`src/rtl/fifo_pkg.sv`:
```
// Shared definitions for the parametrised synchronous FIFO family.
package fifo_pkg;

    // Default geometry and thresholds
    localparam int unsigned FIFO_WIDTH_DEF = 8;
    localparam int unsigned FIFO_DEPTH_DEF = 8;
    localparam int unsigned FIFO_AF_DEF    = FIFO_DEPTH_DEF - 2;
    localparam int unsigned FIFO_AE_DEF    = 2;

    // Read-mode selectors
    localparam int unsigned FWFT_OFF = 0;
    localparam int unsigned FWFT_ON  = 1;

    // Pointer width: address bits plus one wrap bit
    function automatic int unsigned ptr_width(input int unsigned depth);
        return $clog2(depth) + 1;
    endfunction

endpackage

```
`src/rtl/fifo_mem_dp.sv`:
```
// Simple dual-port register array: one synchronous write port, one asynchronous read port.
module fifo_mem_dp #(
    parameter int unsigned Width = 8,
    parameter int unsigned Depth = 8,
    localparam int unsigned AW   = $clog2(Depth)
) (
    input  logic             clk,
    input  logic             wr_en_i,
    input  logic [AW-1:0]    wr_addr_i,
    input  logic [Width-1:0] wr_data_i,
    input  logic [AW-1:0]    rd_addr_i,
    output logic [Width-1:0] rd_data_o
);

    logic [Width-1:0] mem_q [Depth];

    // Storage is intentionally not reset; occupancy tracking makes stale words unobservable
    always_ff @(posedge clk) begin
        if (wr_en_i) begin
            mem_q[wr_addr_i] <= wr_data_i;
        end
    end

    // Asynchronous read port
    assign rd_data_o = mem_q[rd_addr_i];

endmodule

```
`src/rtl/fifo_sync_param.sv`:
```
// Single-clock parametrised FIFO with fill count, thresholds, sticky errors and selectable read mode.
module fifo_sync_param
    import fifo_pkg::*;
#(
    parameter int unsigned Width   = FIFO_WIDTH_DEF,
    parameter int unsigned Depth   = FIFO_DEPTH_DEF,
    parameter int unsigned AFLevel = Depth - 2,
    parameter int unsigned AELevel = FIFO_AE_DEF,
    parameter int unsigned FWFT    = FWFT_OFF,
    localparam int unsigned PW     = ptr_width(Depth)
) (
    input  logic             clk,
    input  logic             rst_n,
    input  logic [Width-1:0] DataI,
    input  logic             W,
    input  logic             R,
    input  logic             ClrErr,
    output logic [Width-1:0] DataO,
    output logic             FF,
    output logic             EF,
    output logic             AF,
    output logic             AE,
    output logic [PW-1:0]    Count,
    output logic             OVF,
    output logic             UDF
);

    localparam int unsigned    AW       = PW - 1;
    localparam logic [PW-1:0]  DEPTH_LV = PW'(Depth);
    localparam logic [PW-1:0]  AF_LV    = PW'(AFLevel);
    localparam logic [PW-1:0]  AE_LV    = PW'(AELevel);
    localparam logic           AF_RST   = (AFLevel == 0);

    logic [PW-1:0]    wr_ptr_q, wr_ptr_d;
    logic [PW-1:0]    rd_ptr_q, rd_ptr_d;
    logic [PW-1:0]    count_q,  count_d;
    logic             ff_q, ff_d;
    logic             ef_q, ef_d;
    logic             af_q, af_d;
    logic             ae_q, ae_d;
    logic             ovf_q, ovf_d;
    logic             udf_q, udf_d;
    logic             wa, ra;
    logic [Width-1:0] rd_word;

    // Accept decisions: a write at full is allowed only when a read frees the slot
    always_comb begin
        wa = W && (!ff_q || R);
        ra = R && !ef_q;
    end

    // Next-state for pointers, occupancy, flags and sticky errors
    always_comb begin
        wr_ptr_d = wr_ptr_q;
        rd_ptr_d = rd_ptr_q;
        count_d  = count_q;
        ovf_d    = ovf_q;
        udf_d    = udf_q;

        if (wa) begin
            wr_ptr_d = wr_ptr_q + PW'(1);
        end
        if (ra) begin
            rd_ptr_d = rd_ptr_q + PW'(1);
        end
        count_d = count_q + PW'(wa) - PW'(ra);

        // Flags are registered from the next count so they track Count on the same edge
        ff_d = (count_d == DEPTH_LV);
        ef_d = (count_d == '0);
        af_d = (count_d >= AF_LV);
        ae_d = (count_d <= AE_LV);

        // Set has priority over clear
        ovf_d = (W && ff_q && !R) || (ovf_q && !ClrErr);
        udf_d = (R && ef_q)       || (udf_q && !ClrErr);
    end

    // Control state registers
    always_ff @(posedge clk or negedge rst_n) begin
        if (!rst_n) begin
            wr_ptr_q <= '0;
            rd_ptr_q <= '0;
            count_q  <= '0;
            ff_q     <= 1'b0;
            ef_q     <= 1'b1;
            af_q     <= AF_RST;
            ae_q     <= 1'b1;
            ovf_q    <= 1'b0;
            udf_q    <= 1'b0;
        end else begin
            wr_ptr_q <= wr_ptr_d;
            rd_ptr_q <= rd_ptr_d;
            count_q  <= count_d;
            ff_q     <= ff_d;
            ef_q     <= ef_d;
            af_q     <= af_d;
            ae_q     <= ae_d;
            ovf_q    <= ovf_d;
            udf_q    <= udf_d;
        end
    end

    fifo_mem_dp #(
        .Width (Width),
        .Depth (Depth)
    ) u_mem (
        .clk       (clk),
        .wr_en_i   (wa),
        .wr_addr_i (wr_ptr_q[AW-1:0]),
        .wr_data_i (DataI),
        .rd_addr_i (rd_ptr_q[AW-1:0]),
        .rd_data_o (rd_word)
    );

    generate
        if (FWFT == FWFT_ON) begin : g_fwft
            // Head word is presented directly; forced to zero while empty
            assign DataO = ef_q ? '0 : rd_word;
        end else begin : g_reg
            logic [Width-1:0] dout_q, dout_d;

            // Output word updates only on an accepted read
            always_comb begin
                dout_d = dout_q;
                if (ra) begin
                    dout_d = rd_word;
                end
            end

            // Registered read data
            always_ff @(posedge clk or negedge rst_n) begin
                if (!rst_n) begin
                    dout_q <= '0;
                end else begin
                    dout_q <= dout_d;
                end
            end

            assign DataO = dout_q;
        end
    endgenerate

    assign Count = count_q;
    assign FF    = ff_q;
    assign EF    = ef_q;
    assign AF    = af_q;
    assign AE    = ae_q;
    assign OVF   = ovf_q;
    assign UDF   = udf_q;

endmodule
```
`config.mk`:
```
export PLATFORM = sky130hd
export DESIGN_NAME = fifo_sync_param
export DESIGN_NICKNAME = d
export VERILOG_FILES = /design/src/rtl/fifo_pkg.sv /design/src/rtl/fifo_mem_dp.sv /design/src/rtl/fifo_sync_param.sv
export SDC_FILE = /design/constraint.sdc
export NUM_CORES = 1
export LEC_CHECK = 0
export CAP_MARGIN = 20
export CELL_PAD_IN_SITES_DETAIL_PLACEMENT = 1
export CELL_PAD_IN_SITES_GLOBAL_PLACEMENT = 1
export CORE_UTILIZATION = 48
export DETAILED_ROUTE_END_ITERATION = 8
export GPL_ROUTABILITY_DRIVEN = 0
export GPL_TIMING_DRIVEN = 0
export PLACE_DENSITY = 0.86
export SYNTH_ARGS = -nofsm -noshare
export SYNTH_HDL_FRONTEND = slang
export SYNTH_SLANG_ARGS = --single-unit
```
`constraint.sdc`:
```
create_clock -name clk -period 2.97 [get_ports clk]
set_input_delay 0.594 -clock clk [delete_from_list [all_inputs] [get_ports clk]]
set_output_delay 0.594 -clock clk [all_outputs]
set_load 0.01 [all_outputs]
```
==> Flow_metrics.wiki <==
{| class="wikitable"
! Metric !! Value
|-
| Result of the run || finished, final reports clean
|-
| Arithmetic-cell share of the synthesized area counting full adders, half adders and majority gates || 0.0267
|-
| Nets@finish || 289
|-
| Total power per unit cell area || 983 mW/mm²
|-
| Row count || 31
|-
| Biggest area contributors in the synthesized netlist || sky130_fd_sc_hd__edfxtp_1, sky130_fd_sc_hd__dfrtp_1, sky130_fd_sc_hd__mux2i_1, sky130_fd_sc_hd__a22oi_1, sky130_fd_sc_hd__nand2_1
|-
| Aggregate global routing overflow || 0
|-
| Area Overhead vs Synth || 18.5%
|-
| Combined area of all synthesized cells || 0.00357 mm²
|-
| Cell count after synthesis || 227
|-
| Multiplexer fraction of the synthesized cell area || 0.0930
|-
| ANT cells || 0
|-
| DR vias || 2000
|-
| Count of routing violations after the opening detailed-route iteration || 149
|-
| Final Routed Wirelength || 7760 µm
|-
| Number of global-route vias before repair || 2184
|-
| Dominant combinational cell family by area after synthesis || multiplexers
|-
| Relative slew slack || 0.319
|-
| Horizontal die dimension || 88.2 µm
|-
| Internal power || 2660 µW
|-
| Router iterations before antenna repair || 4
|-
| Minimum period implied by the final worst setup slack || 2710 ps
|-
| Maximum ir drop on the vdd rail || 0.000412 V
|-
| # IOs || 31
|-
| Count of flip-flops with a built-in enable after synthesis || 64
|-
| Port bufs || 30
|-
| Max-Cap Viols || 0
|-
| Post-cts resize count || 0
|-
| Final antenna-violating net count || 0
|-
| Hold_buf cts || 0
|-
| CTS root buf || sky130_fd_sc_hd__clkbuf_8
|-
| Final Instance Count excl. Fillers || 373
|-
| Starting density of the core || 0.494
|-
| #FFs+latches synth || 88
|-
| Seq. cell area || 0.00252 mm²
|-
| Post-synthesis area per instance || 15.7 µm²
|-
| P_leak || 0.00162 µW
|-
| Portion of total power attributed to sequential cells || 0.417
|-
| Critical Path Start Type || input port
|-
| Post-route clock skew || 9.44 ps
|-
| Dominant register cell in the synthesized netlist || sky130_fd_sc_hd__edfxtp_1
|-
| Share of the cycle needed by the critical path after routing || 0.914
|-
| Commonest non-fill, non-tap cell in the layout || sky130_fd_sc_hd__edfxtp_1
|-
| Cell type with the largest total area after synthesis || sky130_fd_sc_hd__edfxtp_1
|-
| Clk Latency, worst-skew pair || 370 ps
|-
| Crit end category || flip-flop
|-
| Antenna violations before repair || 0
|-
| CTS HTree Levels || 3
|-
| Data arrival time of the critical path || 3030 ps
|-
| Worst slack at placement || -117 ps
|-
| Height of the chip || 88.2 µm
|-
| Count of final hold-check violations || 0
|-
| Switching power summed over all nets || 1500 µW
|-
| Area of the die || 0.00778 mm²
|-
| Clock Power Share || 0.198
|-
| Clock transition at the registers of the reported paths || 100 ps
|-
| Mean number of vias per cell || 5.36
|-
| Yosys warning total || 0
|-
| Post-route DRC violation count || 0
|-
| Class of the tightest hold or removal check || flip-flop to flip-flop
|-
| FMAX || 0.368 GHz
|-
| Global-route wire length before repair || 11700 µm
|-
| Total power consumption of the routed design || 4160 µW
|-
| Xor and xnor fraction of the mapped netlist area || 0.0168
|-
| Post-synthesis simple-gate area fraction || 0.0761
|-
| Pin count of the biggest net entering global routing || 25
|-
| Proportion of total power due to net switching || 0.360
|-
| TritonCTS clock tree || built
|-
| Count of endpoints failing setup in the final report || 0
|-
| Sum of net half-perimeters after detailed placement || 4870 µm
|-
| Portion of synthesized cell area occupied by the leading cell type || 0.539
|-
| Dpl cell area || 0.00400 mm²
|-
| Compound-cell area share of the yosys netlist || 0.0470
|-
| CTS Buf Count || 9
|-
| Worst Tran Pin Value || 1020 ps
|-
| CORE AREA || 0.00721 mm²
|-
| GRT Resource Usage Total || 0.217
|-
| Share of layout cells above drive strength 1 || 0.131
|-
| Number of nets produced by synthesis || 247
|-
| Multi-input logic area || 936 µm²
|-
| RSZ-0062 raised after global routing || false
|-
| Buffer count from post-CTS setup fixing || 0
|-
| Post-synth cell types || 33
|-
| Sequential element share of the synthesized area || 0.708
|-
| Cells after DPL || 356
|-
| Critical Path Fanout Max || 10
|-
| Comb power frac || 0.385
|-
| Routed len/inst || 20.8 µm
|-
| Worst EP required || 3290 ps
|-
| Count of filler cells inserted in the layout || 707
|-
| Setup slack after layout || 256 ps
|-
| Proportion of synthesized flip-flops having asynchronous set or reset || 0.273
|-
| Worst Path Class, Setup || input port to flip-flop
|-
| Clock Sinks || 88
|-
| Number of buffers on the longest clock path || 2
|-
| Number of slew-limit violations in the final report || 0
|-
| Most frequent cells in the layout || sky130_fd_sc_hd__edfxtp_1, sky130_fd_sc_hd__mux2i_1, sky130_fd_sc_hd__clkdlybuf4s50_1, sky130_fd_sc_hd__nand2_1, sky130_fd_sc_hd__dfrtp_1
|-
| Post-route standard cell area excluding fillers || 0.00423 mm²
|}
through the flow:
step	hold slack (ps)	TNS [ps]	util
final	479	0	0.586
after global routing	497	0	0.586
after CTS	486	0	0.582
after detailed placement	464	-355	0.554
after global placement	460	-2480	0.553
after floorplan	298	0	-
kinds of logic after synthesis:
| logic type | count (synthesis) |
|---|---|
| DFF | 88 |
| and+or+nand+nor | 54 |
| muxes | 33 |
| AOI/OAI and AO/OA | 22 |
| buffers and inverters | 17 |
| adders and majority gates | 7 |
| xor gates and xnor gates | 6 |
worst max-delay path, cell delays in order:
cell and delay [ps]:
sky130_fd_sc_hd__clkdlybuf4s50_1 440, sky130_fd_sc_hd__nand2b_1 120, sky130_fd_sc_hd__inv_1 60, sky130_fd_sc_hd__buf_2 200
sky130_fd_sc_hd__ha_1 300, sky130_fd_sc_hd__inv_1 40, sky130_fd_sc_hd__ha_1 190, sky130_fd_sc_hd__fa_1 390
sky130_fd_sc_hd__xor2_1 480, sky130_fd_sc_hd__a21o_1 200
Yosys cell counts (2+ instances only):
library cell and n:
sky130_fd_sc_hd__a21o_1 2, sky130_fd_sc_hd__a22oi_1 16, sky130_fd_sc_hd__buf_12 2, sky130_fd_sc_hd__buf_2 2
sky130_fd_sc_hd__buf_6 2, sky130_fd_sc_hd__clkbuf_1 2, sky130_fd_sc_hd__dfrtp_1 22, sky130_fd_sc_hd__dfstp_2 2
sky130_fd_sc_hd__edfxtp_1 64, sky130_fd_sc_hd__ha_1 6, sky130_fd_sc_hd__inv_1 8, sky130_fd_sc_hd__mux2i_1 32
sky130_fd_sc_hd__nand2_1 25, sky130_fd_sc_hd__nand2b_1 3, sky130_fd_sc_hd__nand3_1 10, sky130_fd_sc_hd__nor2_1 7
sky130_fd_sc_hd__nor2b_1 2, sky130_fd_sc_hd__nor3_1 2, sky130_fd_sc_hd__xnor2_1 4
power by group through the flow:
| stage | logic [µW] | clock network, µW | registers (µW) |
|---|---|---|---|
| 4_1_cts | 1610 | 827 | 1740 |
| 2_1_floorplan | 1030 | 0 | 1770 |
| 6_report | 1600 | 822 | 1740 |
| 3_5_place_dp | 1580 | 0 | 1760 |
| 5_1_grt | 1710 | 869 | 1760 |
| 3_3_place_gp | 1530 | 0 | 1730 |
registers in the layout, summed over array words and instances, names as in the netlist:
signal       cells
OVF              1
AE               1
wr_ptr_q         3
AF               1
u_mem.mem_q     64
DataO            8
UDF              1
Count            4
rd_ptr_q         3
EF               1
FF               1
layout make-up:
cell class | count | share of cell area
buffer | 9 | 0.0201
tap | 99 | 0.0293
sequential | 88 | 0.597
clock inverter | 7 | 0.0178
multi-input combinational | 122 | 0.221
clock buffer | 9 | 0.0293
timing repair buffer | 31 | 0.0776
inverter | 8 | 0.00710
worst paths after layout:
kind | to | slack, ps | start | depth (start not counted)
worst max-delay path | AF | 260 | R | 10
worst max register to register | AF | 350 | EF | 9
worst min-delay path | DataO[0] | 480 | DataO[0] | 2
max in group asynchronous | AE | 1970 | rst_n | 2
min in group asynchronous | UDF | 500 | rst_n | 1
worst min register to register | DataO[0] | 480 | DataO[0] | 2
metal layers:
| layer | share of wire | track usage |
|---|---|---|
| met5 | 0 | 0 |
| met4 | 0.025 | 0.129 |
| met1 | 0.41 | 0.246 |
| met2 | 0.53 | 0.374 |
| met3 | 0.038 | 0.0509 |
Power figures use the tool's default switching activity.
==> RTL change 1 (same flow settings) <==
Register the inputs `DataI`, `W`, `R` and `ClrErr` before use. The logic sees them one clock later.
--- a/src/rtl/fifo_sync_param.sv
+++ b/src/rtl/fifo_sync_param.sv
@@ -31,6 +31,18 @@
     localparam logic [PW-1:0]  AE_LV    = PW'(AELevel);
     localparam logic           AF_RST   = (AFLevel == 0);
 
+    logic [Width-1:0] DataI_q;
+    logic W_q;
+    logic R_q;
+    logic ClrErr_q;
+
+    always_ff @(posedge clk) begin
+        DataI_q  <= DataI;
+        W_q      <= W;
+        R_q      <= R;
+        ClrErr_q <= ClrErr;
+    end
+
     logic [PW-1:0]    wr_ptr_q, wr_ptr_d;
     logic [PW-1:0]    rd_ptr_q, rd_ptr_d;
     logic [PW-1:0]    count_q,  count_d;
@@ -45,8 +57,8 @@
 
     // Accept decisions: a write at full is allowed only when a read frees the slot
     always_comb begin
-        wa = W && (!ff_q || R);
-        ra = R && !ef_q;
+        wa = W_q && (!ff_q || R_q);
+        ra = R_q && !ef_q;
     end
 
     // Next-state for pointers, occupancy, flags and sticky errors
@@ -72,8 +84,8 @@
         ae_d = (count_d <= AE_LV);
 
         // Set has priority over clear
-        ovf_d = (W && ff_q && !R) || (ovf_q && !ClrErr);
-        udf_d = (R && ef_q)       || (udf_q && !ClrErr);
+        ovf_d = (W_q && ff_q && !R_q) || (ovf_q && !ClrErr_q);
+        udf_d = (R_q && ef_q)       || (udf_q && !ClrErr_q);
     end
 
     // Control state registers
@@ -108,7 +120,7 @@
         .clk       (clk),
         .wr_en_i   (wa),
         .wr_addr_i (wr_ptr_q[AW-1:0]),
-        .wr_data_i (DataI),
+        .wr_data_i (DataI_q),
         .rd_addr_i (rd_ptr_q[AW-1:0]),
         .rd_data_o (rd_word)
     );
Function: changed (Yosys sat finds a counterexample within 4 cycles, from zero or initial values and one cycle with rst_n low).
==> RTL change 1 against the original RTL <==
Fmax grew 1.0%; critical path depth decreased by 1; power up 5.6%; worst setup slack gained 0.028 ns; cell area grew 5.4%; register-to-register slack lost 0.07 ns; count of clock-buffer cells in the layout unchanged; wire length grew 7.1%; sequential cell count increased by 11; synthesized area up 6.2%.
==> RTL change 1: results (changes against the original RTL) <==
| Metric | Value |
|---|---|
| Result of the run | finished, final reports clean |
| N_diodes | 0 (unchanged) |
| Max stage delay cell, worst path | dfstp_2 |
| Dpl hpwl | 5100 um (+4.9%) |
| Average wire per standard cell | 21.4 um (+2.7%) |
| CTS Buf Count | 9 (unchanged) |
| Worst Skew | 0.0102 ns (+0.000763 ns) |
| Vias in the first global route | 2,232 (+2.2%) |
| Post-Syn Area per Cell | 15.9 sq um (+1.3%) |
| Pwr Density | 985 nW/um^2 (+0.15%) |
| DRT Pass-1 Iters | 6 (+2) |
| Iter 0 DRT Violations | 151 (+1.3%) |
| Syn Nets | 258 (+4.5%) |
| Adder-cell area share of the yosys netlist | 0.0251 (-0.00157) |
| LEAKAGE | 1.74 nW (+7.0%) |
| Placement Cell Area | 4230 sq um (+5.8%) |
| P_sw | 1.50 mW (+0.33%) |
| Layout Nets | 302 (+4.5%) |
| Clk buf depth | 2 (unchanged) |
| CP max stage delay | 0.56 ns (+0.08 ns) |
| Post-Synth XOR/XNOR Area | 0.0159 (-0.000990) |
| Post-synthesis sequential area ratio | 0.725 (+0.0165) |
| Post-synthesis compound-gate area fraction | 0.0443 (-0.00276) |
| CP Data Arrival Time | 3.00 ns (-0.03 ns) |
| Critical path startpoint | EF |
| Worst min path class | in -> async |
| FFs w/ async S/R, synth | 0.242 (-0.0303) |
| Cells after DPL | 372 (+4.5%) |
| Layout cell share with drive strength beyond 1 | 0.132 (+0.00102) |
| Fillers | 748 (+5.8%) |
| Initial antenna violation count | 0 (unchanged) |
| Largest net degree at the start of global routing | 25 (unchanged) |
| First-pass GRT wire length | 12,600 um (+8.0%) |
| Finished Cell Area | 4460 sq um (+5.4%) |
| Multiplexer share of the synthesized area | 0.0875 (-0.00547) |
| Slew margin rel. | 0.344 (+0.0246) |
| Largest cells by area after synthesis | edfxtp_1 (51%), dfrtp_1 (15%), mux2i_1 (8.5%), dfxtp_1 (5.8%), a22oi_1 (3.2%) |
| Final WL | 8310 um (+7.1%) |
| VDD IR-drop max | 0.000309 V (-25%) |
| Flop-to-flop setup slack | 0.28 ns (-0.07 ns) |
## RTL change 1: cell types whose count changed after synthesis
cell and delta:
clkbuf_1 -2, clkbuf_2 +1, buf_2 +1, dfxtp_1 +11
## RTL change 1: final cells by class
class / instances / area share
repair buffers: 33 / 0.0764
clock buffers: 9 / 0.0278
clock inverters: 7 / 0.0168
well taps: 102 / 0.0286
inverters: 8 / 0.00674
multi-input cells: 122 / 0.208
flip-flops and latches: 99 / 0.616
plain buffers: 9 / 0.0197
## RTL change 1: per-stage QoR
| stage | setup WS (ns) | hold WS (ns) |
|---|---|---|
| 6_report | 0.284 | 0.459 |
| 5_1_grt | 0.165 | 0.468 |
| 4_1_cts | 0.246 | 0.460 |
| 3_5_place_dp | 0.332 | 0.446 |
| 3_3_place_gp | 0.409 | 0.430 |
| 2_1_floorplan | 0.610 | 0.298 |
## RTL change 1: metal layers
layer	vias up	GRT usage	wire length (um)
met5	-	0	0
met4	0	0.108	187
met3	16	0.0446	299
met2	50	0.360	4330
met1	1077	0.260	3490
li1	965	-	-
==> RTL change 2 (same flow settings) <==
Without the edit above. The package constant `FIFO_WIDTH_DEF` goes from 8 to 10.
--- a/src/rtl/fifo_pkg.sv
+++ b/src/rtl/fifo_pkg.sv
@@ -2,7 +2,7 @@
 package fifo_pkg;
 
     // Default geometry and thresholds
-    localparam int unsigned FIFO_WIDTH_DEF = 8;
+    localparam int unsigned FIFO_WIDTH_DEF = 10;
     localparam int unsigned FIFO_DEPTH_DEF = 8;
     localparam int unsigned FIFO_AF_DEF    = FIFO_DEPTH_DEF - 2;
     localparam int unsigned FIFO_AE_DEF    = 2;
Ports: changed (resized DataI and DataO); port bits go from 31 to 35. No check against the original RTL was run, so the function may have changed too.
==> RTL change 2 against the original RTL <==
Via count increased by 19%; power is 17% higher; global-route usage is 0.64 points higher; largest cell class unchanged; synthesized area increased by 20%; core utilization fell by 0.70 points; cell area grew 19%; sequential cell count is 18 higher; highest routed layer unchanged; worst setup slack gained 0.047 ns; critical path type unchanged; first-iteration DRC count increased by 10%; synthesized cell count up 16%; wire length increased by 22%.
==> RTL change 2: results (changes against the original RTL) <==
| Metric | Value |
|---|---|
| DRT Pass-1 Iters | 4 (unchanged) |
| CP max stage delay | 0.50 ns (+0.02 ns) |
| Hold EP | DataO[6] |
| Worst Reg-to-Reg Cells | 9 (unchanged) |
| Post-CTS setup repair buffer count | 0 (unchanged) |
| FFs w/ async S/R, synth | 0.245 (-0.0274) |
| Post-Place Setup Slack | -0.0819 ns (+0.0351 ns) |
| Iter 0 DRT Violations | 164 (+10%) |
| # resized after CTS | 0 (unchanged) |
| VDD IR-drop max | 0.000393 V (-4.6%) |
| Layout cell share with drive strength beyond 1 | 0.135 (+0.00341) |
| Max reg flops | 80 (+25%) |
| Clock Pin Slew Worst Setup and Hold Paths | 0.11 ns |
| LEAKAGE | 1.92 nW (+18%) |
| Worst-Skew Late Latency | 0.36 ns |
| Crit-path leading delay family | buffers and inverters |
| PortBufs | 34 (+13%) |
| Crit path capture | FF |
| Reg2Reg Launch Point | EF |
| CTS H-tree lvls | 3 (unchanged) |
| Initial antenna violation count | 0 (unchanged) |
| Flop-to-flop setup slack | 0.40 ns (+0.05 ns) |
| Hold Path Depth | 2 (unchanged) |
| Worst-Margin Slew | 1.08 ns (+0.0646 ns) |
| Largest cells by area after synthesis | edfxtp_1 (56%), dfrtp_1 (14%), mux2i_1 (9.4%), a22oi_1 (3.5%), nand2_1 (2.5%) |
| Max FO, Critical Path | 10 (unchanged) |
| Post-synth EDFFs | 80 (+25%) |
| CP Data Arrival Time | 2.94 ns (-0.09 ns) |
| Tcrit/Tclk final | 0.898 (-0.0158) |
| Tot GR Track Use | 0.224 (+0.00641) |
| Via Count | 2,377 (+19%) |
| Min Hold Slack | 0.484 ns (+0.00481 ns) |
| Result of the run | finished, final reports clean |
| Post-synthesis sequential area ratio | 0.717 (+0.00890) |
| First-pass GRT wire length | 14,200 um (+22%) |
| Top reg by flops | u_mem.mem_q |
| Vias in the first global route | 2,636 (+21%) |
| Yosys cell types | 36 (+9.1%) |
| CTS Buf Count | 9 (unchanged) |
| Max stage delay cell, worst path | clkdlybuf4s50_1 |
| Synth warn | 0 (unchanged) |
| Syn Nets | 286 (+16%) |
| Largest net degree at the start of global routing | 20 (-20%) |
| Critical path startpoint | R |
| Dpl hpwl | 6330 um (+30%) |
| Fillers | 829 (+17%) |
| Clk buf depth | 2 (unchanged) |
| Worst r2r dst | AF |
| Layout Nets | 336 (+16%) |
| N_diodes | 0 (unchanged) |
| Hold_sp | DataO[6] |
| Post-synth top cells | edfxtp_1 (80), mux2i_1 (40), nand2_1 (28) |
| Final WL | 9500 um (+22%) |
| Worst min path class | reg -> reg |
| Worst Skew | 0.0123 ns (+0.00289 ns) |
## RTL change 2: cell count changes after synthesis, sizes merged
cell / unedited run / this run
dfrtp: 22 / 24
mux2i: 32 / 40
clkbuf: 3 / 2
buf: 6 / 8
nand3: 10 / 12
a22oi: 16 / 20
edfxtp: 64 / 80
nand2: 25 / 29
## RTL change 2: final cells by class
cell class,instances,area [sq um],area share
plain buffers,10,105,0.0209
well taps,108,135,0.0269
repair buffers,39,413,0.0822
multi-input cells,140,1080,0.214
inverters,8,30.0,0.00598
clock inverters,7,85.1,0.0169
flip-flops and latches,106,3060,0.608
clock buffers,9,124,0.0247
## RTL change 2: through the flow
step                std cells  total power [mW]  instance area (sq um)
floorplan                 264              3.29                   4260
global placement          406              3.85                   4740
detailed placement        409              3.97                   4790
CTS                       425              4.90                   5000
global route              427              5.11                   5020
finish                    427              4.86                   5020
## RTL change 2: report_power, final
group	internal, mW	switching [mW]
Clock	0.406	0.524
Sequential	1.91	0.158
Combinational	0.863	1.01
## RTL change 2: cells by family (layout without fill, tap and decap cells)
kind of cell | Yosys count | after routing | share of synthesized area
flip-flops | 106 | 106 | 0.717
AND/OR/NAND/NOR | 60 | 60 | 0.0702
multiplexers | 41 | 41 | 0.0966
AO/OA/AOI/OAI | 26 | 26 | 0.0464
buffers and inverters | 18 | 73 | 0.0317
adder cells (fa/ha/maj) | 7 | 7 | 0.0223
XOR/XNOR | 6 | 6 | 0.0159
## RTL change 2: metal layers
layer,wire length [um],global-route usage
met5,0,0
met3,190,0.0332
met1,3860,0.261
met2,5220,0.393
met4,230,0.127
